[src/rtl/mem_access_unit.sv]
// mem_access_unit: initiator side of the data-memory interface in the MEM stage.
// It issues one load or store per request on a word-wide bus with byte enables,
// stalls the pipeline until the bus answers or the access times out, and returns
// a lane-aligned, sign/zero-extended load result.
//
// Build option: define MAU_ALIGN_CHECK_EN to reject misaligned halfword/word
// accesses without touching the bus (addr_err pulse). When it is undefined,
// addr_err stays 0 and the ignored low address bits are simply dropped.
//
// state | meaning
// IDLE  | no access in flight; latch a request when req_valid=1
// WAIT  | bus request held stable until mem_ready or timeout
// RESP  | one-cycle done pulse with result/error; pipeline advances
module mem_access_unit #(
    parameter int TIMEOUT_CYCLES = 255,
    parameter int ADDR_W         = 32
) (
    input  logic              clk,
    input  logic              rst_n,
    input  logic              req_valid,
    input  logic [2:0]        DM_ctrl,
    input  logic [ADDR_W-1:0] addr,
    input  logic [31:0]       wdata,
    output logic              stall,
    output logic              done,
    output logic [31:0]       rdata,
    output logic              addr_err,
    output logic              bus_err,
    output logic              mem_req,
    output logic              mem_we,
    output logic [3:0]        mem_be,
    output logic [ADDR_W-3:0] mem_addr,
    output logic [31:0]       mem_wdata,
    input  logic [31:0]       mem_rdata,
    input  logic              mem_ready
);

    typedef enum logic [1:0] {
        IDLE = 2'd0,
        WAIT = 2'd1,
        RESP = 2'd2
    } state_t;

    typedef enum logic [1:0] {
        SZ_BYTE = 2'd0,
        SZ_HALF = 2'd1,
        SZ_WORD = 2'd2
    } size_t;

    // Timer is loaded with TIMEOUT_CYCLES-1 so that reaching zero marks the
    // last permitted WAIT cycle.
    localparam logic [7:0] TMR_LOAD = 8'(TIMEOUT_CYCLES - 1);

    state_t      state;
    logic [7:0]  tmr;
    logic [2:0]  op_q;
    logic [1:0]  lo_q;

    size_t       size_in;
    logic [3:0]  be_next;
    logic [31:0] wdata_next;
    logic        we_next;
    logic        misaligned;
    logic [7:0]  byte_lane;
    logic [15:0] half_lane;
    logic [31:0] load_data;

    // Access size from the incoming operation code
    always_comb begin
        size_in = SZ_WORD;
        case (DM_ctrl)
            3'b000, 3'b001, 3'b101: size_in = SZ_BYTE;
            3'b010, 3'b011, 3'b110: size_in = SZ_HALF;
            default:                size_in = SZ_WORD;
        endcase
    end

    // Bus-side values for the request being accepted
    always_comb begin
        be_next    = 4'b1111;
        wdata_next = wdata;
        case (size_in)
            SZ_BYTE: begin
                be_next    = 4'(4'b0001 << addr[1:0]);
                wdata_next = {4{wdata[7:0]}};
            end
            SZ_HALF: begin
                be_next    = addr[1] ? 4'b1100 : 4'b0011;
                wdata_next = {2{wdata[15:0]}};
            end
            default: begin
                be_next    = 4'b1111;
                wdata_next = wdata;
            end
        endcase
    end

    assign we_next = DM_ctrl[2] & (DM_ctrl[1] | DM_ctrl[0]);

`ifdef MAU_ALIGN_CHECK_EN
    assign misaligned = ((size_in == SZ_HALF) && addr[0]) ||
                        ((size_in == SZ_WORD) && (addr[1:0] != 2'b00));
`else
    assign misaligned = 1'b0;
`endif

    // Load lane selection and extension from the latched operation
    always_comb begin
        byte_lane = mem_rdata[8*lo_q +: 8];
        half_lane = lo_q[1] ? mem_rdata[31:16] : mem_rdata[15:0];
        load_data = 32'h0;
        case (op_q)
            3'b000:  load_data = {{24{byte_lane[7]}}, byte_lane};
            3'b001:  load_data = {24'h0, byte_lane};
            3'b010:  load_data = {{16{half_lane[15]}}, half_lane};
            3'b011:  load_data = {16'h0, half_lane};
            3'b100:  load_data = mem_rdata;
            default: load_data = 32'h0;
        endcase
    end

    assign stall = ((state == IDLE) && req_valid) || (state == WAIT);

    // Access sequencer: bus outputs, timeout timer and response pulses
    always_ff @(posedge clk or negedge rst_n) begin
        if (!rst_n) begin
            state     <= IDLE;
            tmr       <= 8'h0;
            op_q      <= 3'b000;
            lo_q      <= 2'b00;
            mem_req   <= 1'b0;
            mem_we    <= 1'b0;
            mem_be    <= 4'b0000;
            mem_addr  <= '0;
            mem_wdata <= 32'h0;
            done      <= 1'b0;
            rdata     <= 32'h0;
            addr_err  <= 1'b0;
            bus_err   <= 1'b0;
        end else begin
            done     <= 1'b0;
            addr_err <= 1'b0;
            bus_err  <= 1'b0;
            case (state)
                IDLE: begin
                    if (req_valid) begin
                        op_q <= DM_ctrl;
                        lo_q <= addr[1:0];
                        if (misaligned) begin
                            rdata    <= 32'h0;
                            done     <= 1'b1;
                            addr_err <= 1'b1;
                            state    <= RESP;
                        end else begin
                            mem_req   <= 1'b1;
                            mem_we    <= we_next;
                            mem_be    <= be_next;
                            mem_addr  <= addr[ADDR_W-1:2];
                            mem_wdata <= wdata_next;
                            tmr       <= TMR_LOAD;
                            state     <= WAIT;
                        end
                    end
                end
                WAIT: begin
                    if (mem_ready || (tmr == 8'h0)) begin
                        rdata   <= mem_ready ? load_data : 32'h0;
                        bus_err <= ~mem_ready;
                        done    <= 1'b1;
                        mem_req <= 1'b0;
                        mem_we  <= 1'b0;
                        mem_be  <= 4'b0000;
                        tmr     <= 8'h0;
                        state   <= RESP;
                    end else begin
                        tmr <= tmr - 8'h1;
                    end
                end
                RESP: begin
                    state <= IDLE;
                end
                default: begin
                    state <= IDLE;
                end
            endcase
        end
    end

endmodule

[config.mk]
export PLATFORM = sky130hd
export DESIGN_NAME = mem_access_unit
export DESIGN_NICKNAME = d
export VERILOG_FILES = /design/src/rtl/mem_access_unit.sv
export SDC_FILE = /design/constraint.sdc
export NUM_CORES = 1
export LEC_CHECK = 0
export ABC_AREA = 0
export BUFFER_PORTS_ARGS = -buffer_cell sky130_fd_sc_hd__buf_2
export CAP_MARGIN = 20
export CORE_ASPECT_RATIO = 0.8
export CORE_MARGIN = 5
export CORE_UTILIZATION = 40
export DETAILED_ROUTE_END_ITERATION = 10
export PLACE_DENSITY = 0.76
export REMOVE_ABC_BUFFERS = 1
export SYNTH_ARGS = -nofsm -noshare
export SYNTH_HDL_FRONTEND = slang
export SYNTH_SLANG_ARGS = --single-unit
[constraint.sdc]
create_clock -name clk -period 4.6 [get_ports clk]
set_input_delay 0.69 -clock clk [delete_from_list [all_inputs] [get_ports clk]]
set_output_delay 0.69 -clock clk [all_outputs]
set_load 0.05 [all_outputs]
=== Word-level counts from Yosys, hierarchy flattened ===
Index checks and enable logic that the tools add are counted.

* Input bits: 103
* Word-level logic and storage cells: 72
* Register bits after elaboration: 117
* Output and inout bits: 104

* Reduce and logical (&&, ||, !) cells: 16
* $add $sub $neg: 1
* Muxes and demuxes: 25
* Shift-type cells: 2
* Bitwise gates (word level): 3
* Equal/unequal tests: 13

{| class="wikitable"
|+ Operators with widths
! operator !! number
|-
| 32-bit one-hot mux with 5 select lines || 1
|-
| 32-bit one-hot mux with 2 select lines || 1
|-
| 32-bit 2-to-1 mux || 1
|-
| 32-bit by 6-bit indexed part select with 8-bit output || 1
|-
| 16-bit 2-to-1 mux || 1
|-
| 8-bit 2-to-1 mux || 2
|-
| 4-bit one-hot mux with 2 select lines || 2
|-
| 8-bit one-hot mux with 2 select lines || 1
|-
| 3-bit by 2-bit equality test with 1-bit output, second input constant || 4
|-
| 4-bit 2-to-1 mux || 3
|-
| 3-bit equality test, second input constant || 3
|-
| 8-bit logical NOT || 1
|-
| 2-bit one-hot mux with 2 select lines || 2
|-
| 2-bit AND reduction || 4
|-
| 8-bit by 1-bit subtractor with 8-bit output, second input constant || 1
|-
| 1-bit 2-to-1 mux || 7
|-
| 3-bit by 1-bit equality test with 1-bit output, second input constant || 2
|-
| 3-bit logical NOT || 2
|-
| 3-bit OR reduction || 2
|-
| 2-bit by 1-bit equality test with 1-bit output, second input constant || 2
|-
| 2-bit logical NOT || 2
|-
| 2-bit 2-to-1 mux || 2
|-
| 1-bit one-hot mux with 2 select lines || 2
|-
| 1-bit by 2-bit left shift with 4-bit output, first input constant || 1
|-
| other kinds (9) || 10
|}

=== Longest topological paths before layout ===
* Depth in word-level cells: 7
* Depth in mapped cells: 7
* Depth with buffers taken out: 7

=== Least setup slack after synthesis ===
No wires, ideal clock.

* Kind: input port to output port
* Start: in req_valid
* End: out stall
* Path slack: 2.446 ns
* Path buffers: 1
* Arrival: 1.464 ns
* Cell stages on the path: 4
* Path through: nor2_1 or2_2 clkbuf_1 inv_1

* Longest elaborated chain between the ends: 2

{| class="wikitable"
|+ Ends and longest elaborated chain
! what !! line !! text
|-
| start, declared || 20 || <nowiki>input logic req_valid,</nowiki>
|-
| 1-bit logical AND || 122 || <nowiki>assign stall = ((state == IDLE) && req_valid) || (state == WAIT);</nowiki>
|-
| 1-bit logical OR || 122 ||
|-
| end, declared || 24 || <nowiki>output logic stall,</nowiki>
|}

Every way passes these cells.

=== Worst setup path in the final report ===
* Start: reg state[0]
* End: reg rdata[26]

* Longest elaborated chain between the ends: 2

{| class="wikitable"
|+ Ends and longest elaborated chain
! what !! line !! text
|-
| start, declared || 54 || <nowiki>state_t state;</nowiki>
|-
| start signal, assigned || 127 || <nowiki>state <= IDLE;</nowiki>
|-
| start signal, assigned || 153 || <nowiki>state <= RESP;</nowiki>
|-
| start signal, assigned || 161 || <nowiki>state <= WAIT;</nowiki>
|-
| 2-bit by 1-bit equality test with 1-bit output || 144 || <nowiki>case (state)</nowiki>
|-
| 2-bit AND reduction (no line) || -- ||
|-
| end signal, assigned || 167 || <nowiki>rdata <= mem_ready ? load_data : 32'h0;</nowiki>
|-
| end, declared || 26 || <nowiki>output logic [31:0] rdata,</nowiki>
|}

Every way passes these cells.
A chain may end at the register's enable or synchronous reset.

==> run_results.csv <==
group,metric,value,unit
die,core,0.01360,sq mm
clocking,cts_tree,"done",
logic_synthesis,synth_ff_type,"dfrtp_1",
grt,grt_pass1_vias,4879,
logic_synthesis,synth-seq-area-share,0.5266,
die,die-area,0.01637,sq mm
logic_synthesis,ys_warn_count,0,
power_and_ir_drop,p_int,3.153,mW
clocking,clock_latency,0.40,ns
timing,slew_viol_final,0,
final_layout,fillerInstances,1251,
die,floorplan.initialDensity,0.4089,
clocking,holdBufCountCts,0,
logic_synthesis,synthArstFlopShare,1.000,
route,vias,5040,
setup_path,critPathLaunch,"state[0]$_DFFE_PN0P_",
power_and_ir_drop,power_density,835.6,mW/mm^2
setup_path,cpMostUsedCell,"nor2b_1",
setup_path,cp_data_arrival_time,2.97,ns
timing,fin_crit_sh,0.5724,
power_and_ir_drop,vdd_drop_max,0.4902,mV
grt,grt_pass1_wl,24750,um
clocking,clock-sinks,117,
placement,hpwlAfterDp,10870,um
logic_synthesis,synth_cell_types,54,
setup_path,crit_path_cell_trace,"nor2b_1 > nand3_1 > nor2b_1 > buf_4 > a221o_1",
die,die_h,115.5,um
timing,worst_pin_slew,1.009,ns
power_and_ir_drop,pwr-share-seq,0.296,
clocking,root_buffer,"clkbuf_16",
timing,finalHoldViolations,0,
setup_path,cp.depth,5,
grt,grt_max_degree,107,
timing,fin_worst_skew,0.006622,ns
setup_path,timing.critical_path.buf_inv,1,
final_layout,drive_gt1_frac,0.3350,
setup_path,cpMaxStageDelayCell,"nand3_1",
placement,dp_slack,1.460,ns
setup_path,timing_worst_setup_path_type,"flip-flop to flip-flop",
power_and_ir_drop,p_leak,3.805,nW
setup_path,path_delay_family,"simple AND/OR/NAND/NOR gates",
setup_path,slowest_delay,0.70,ns
final_layout,multiInputGateArea,0.002369,sq mm
timing,rsz0062_at_grt,"false",
run,maxCapViolCount,0,
logic_synthesis,postSynthAreaPerCell,9.570,sq um
grt,antenna_found_initial,1,
clocking,cts_setup_buffers,0,
timing,fin_crit,2.633,ns
clocking,htreeDepth,4,
route,first_pass_iters,4,
route,ant_nets,0,
die,die_w,141.8,um
setup_path,cp_max_fo,17,
power_and_ir_drop,swShare,0.4826,
timing,clock.fmax,0.3798,GHz
setup_path,reg2reg_depth,5,
placement,place_congestion,0.7879,
setup_path,cp-end-kind,"flip-flop",
grt,grt_overflow_total,0,
route,drc,0,
setup_path,r2r_start,"state[0]$_DFFE_PN0P_",
logic_synthesis,ys_seq_elements,117,
setup_path,crit_path_start_kind,"flip-flop",
power_and_ir_drop,switching_power,2.941,mW
clocking,ctsResizeCount,0,
setup_path,cp.required,4.94,ns
power_and_ir_drop,p_clk_frac,0.235,
final_layout,regArea,0.002928,sq mm
clocking,clock_path_buffers,2,
final_layout,nNetsFinal,872,
final_layout,antenna_cells,0,
final_layout,synthToLayoutAreaGrowth,31.14,%
route,dr.first_iter.drc_count,292,
route,post_drt_wl_per_cell,16.20,um
grt,grtUsageTotal,0.1876,
logic_synthesis,synth_area,0.005560,sq mm
final_layout,layout_commonest_cell,"buf_2",
placement,portBuffers,205,
route,viasPerCell,5.255,
final_layout,layout_common_cells,"204 x buf_2, 140 x nand2_1, 117 x dfrtp_1",
die,rows,38,
min_path,hold_class,"input pin to async pin",
setup_path,r2r_end,"rdata[26]$_DFFE_PN0P_",
timing,setup_tns,0,ns
setup_path,regToRegSetupSlack,1.97,ns
route,wl,15540,um
clocking,clkSlewWorstSetupHoldPaths,0.06,ns
timing,maxSlewHeadroom,0.3270,
logic_synthesis,synth_edf_count,0,
power_and_ir_drop,comb_power_share,0.469,
run_status,outcome,"complete, no violations",
clocking,cts_made_buffers,17,
logic_synthesis,synthCells,581,
timing,fin_ws,1.967,ns
die,ios,207,
timing,setup_viol,0,
## worst max-delay path by stage
| stage | slack (ns) | end |
|---|---|---|
| after CTS | 1.45 | rdata[26]$_DFFE_PN0P_ |
| after global routing | 1.80 | rdata[26]$_DFFE_PN0P_ |
| after floorplan | 1.95 | state[0]$_DFFE_PN0P_ |
| final | 1.97 | rdata[26]$_DFFE_PN0P_ |
| after detailed placement | 1.46 | rdata[26]$_DFFE_PN0P_ |
| after global placement | 1.64 | rdata[26]$_DFFE_PN0P_ |
## power groups by stage
stage          Combinational [mW]  Sequential, mW  Clock [mW]
5_1_grt                      3.04            1.86        1.51
3_3_place_gp                 2.84            1.80           0
6_report                     2.86            1.80        1.43
2_1_floorplan               0.779            3.13           0
4_1_cts                      2.88            1.80        1.46
3_5_place_dp                 2.88            1.80           0
## flip-flops by register name, summed over array words and instances (netlist names), 2 cells and up
name	count
rdata	32
mem_addr	30
op_q	3
state	2
mem_be	4
tmr	8
lo_q	2
mem_wdata	32
## cell families after synthesis
family	Yosys count	synth area share
and+or+nand+nor	208	0.1661
muxes	26	0.04883
adders and majority gates	2	0.004500
AOI/OAI and AO/OA	166	0.2046
DFF	117	0.5266
buffers and inverters	61	0.04883
other	1	0.0006744
## per-stage QoR
step	utilization	hold slack (ns)	area [sq um]	cells	power [mW]
after global routing	0.5363	0.3905	7292	959	6.410
after CTS	0.5357	0.3487	7284	958	6.139
after floorplan	-	0.3944	5356	538	3.912
final	0.5363	0.3387	7292	959	6.093
after global placement	0.4889	0.4531	6648	927	4.635
after detailed placement	0.4889	0.4565	6648	927	4.680
## final cells by class
cell class,instances,area share
flip-flops and latches,117,0.4015
multi-input cells,403,0.3248
repair buffers,210,0.1462
clock buffers,19,0.05937
well taps,180,0.03089
clock inverters,12,0.02797
inverters,18,0.009266
## synth_stat cells (3+ instances only)
master | number | area [sq um]
nand2_1 | 141 | 529.3
dfrtp_1 | 117 | 2928
o21ai_0 | 43 | 215.2
a21oi_1 | 41 | 205.2
clkbuf_1 | 27 | 101.4
mux2i_1 | 17 | 170.2
nor2_1 | 17 | 63.81
a221o_1 | 16 | 160.2
inv_1 | 16 | 60.06
o22ai_1 | 13 | 81.33
nand3_1 | 11 | 55.05
a21o_1 | 10 | 75.07
a222oi_1 | 9 | 90.09
mux2_2 | 9 | 101.4
a22oi_1 | 8 | 60.06
and3_1 | 8 | 50.05
o2bb2ai_1 | 8 | 70.07
buf_2 | 6 | 30.03
nor3b_1 | 5 | 37.54
nor2b_1 | 4 | 25.02
nor3_1 | 4 | 20.02
or3_1 | 4 | 25.02
a31oi_1 | 3 | 18.77
buf_1 | 3 | 11.26
buf_4 | 3 | 22.52
buf_6 | 3 | 33.78
nand2b_1 | 3 | 18.77
## per-layer routing
metal  part of all wire  track usage  vias up
met5            0.00084            0        -
met4              0.011      0.05243        2
met3              0.086      0.05734       14
met2               0.46       0.2858      212
met1               0.45       0.2621     2389
li1                   -            -     2423
Power figures use the tool's default switching activity.
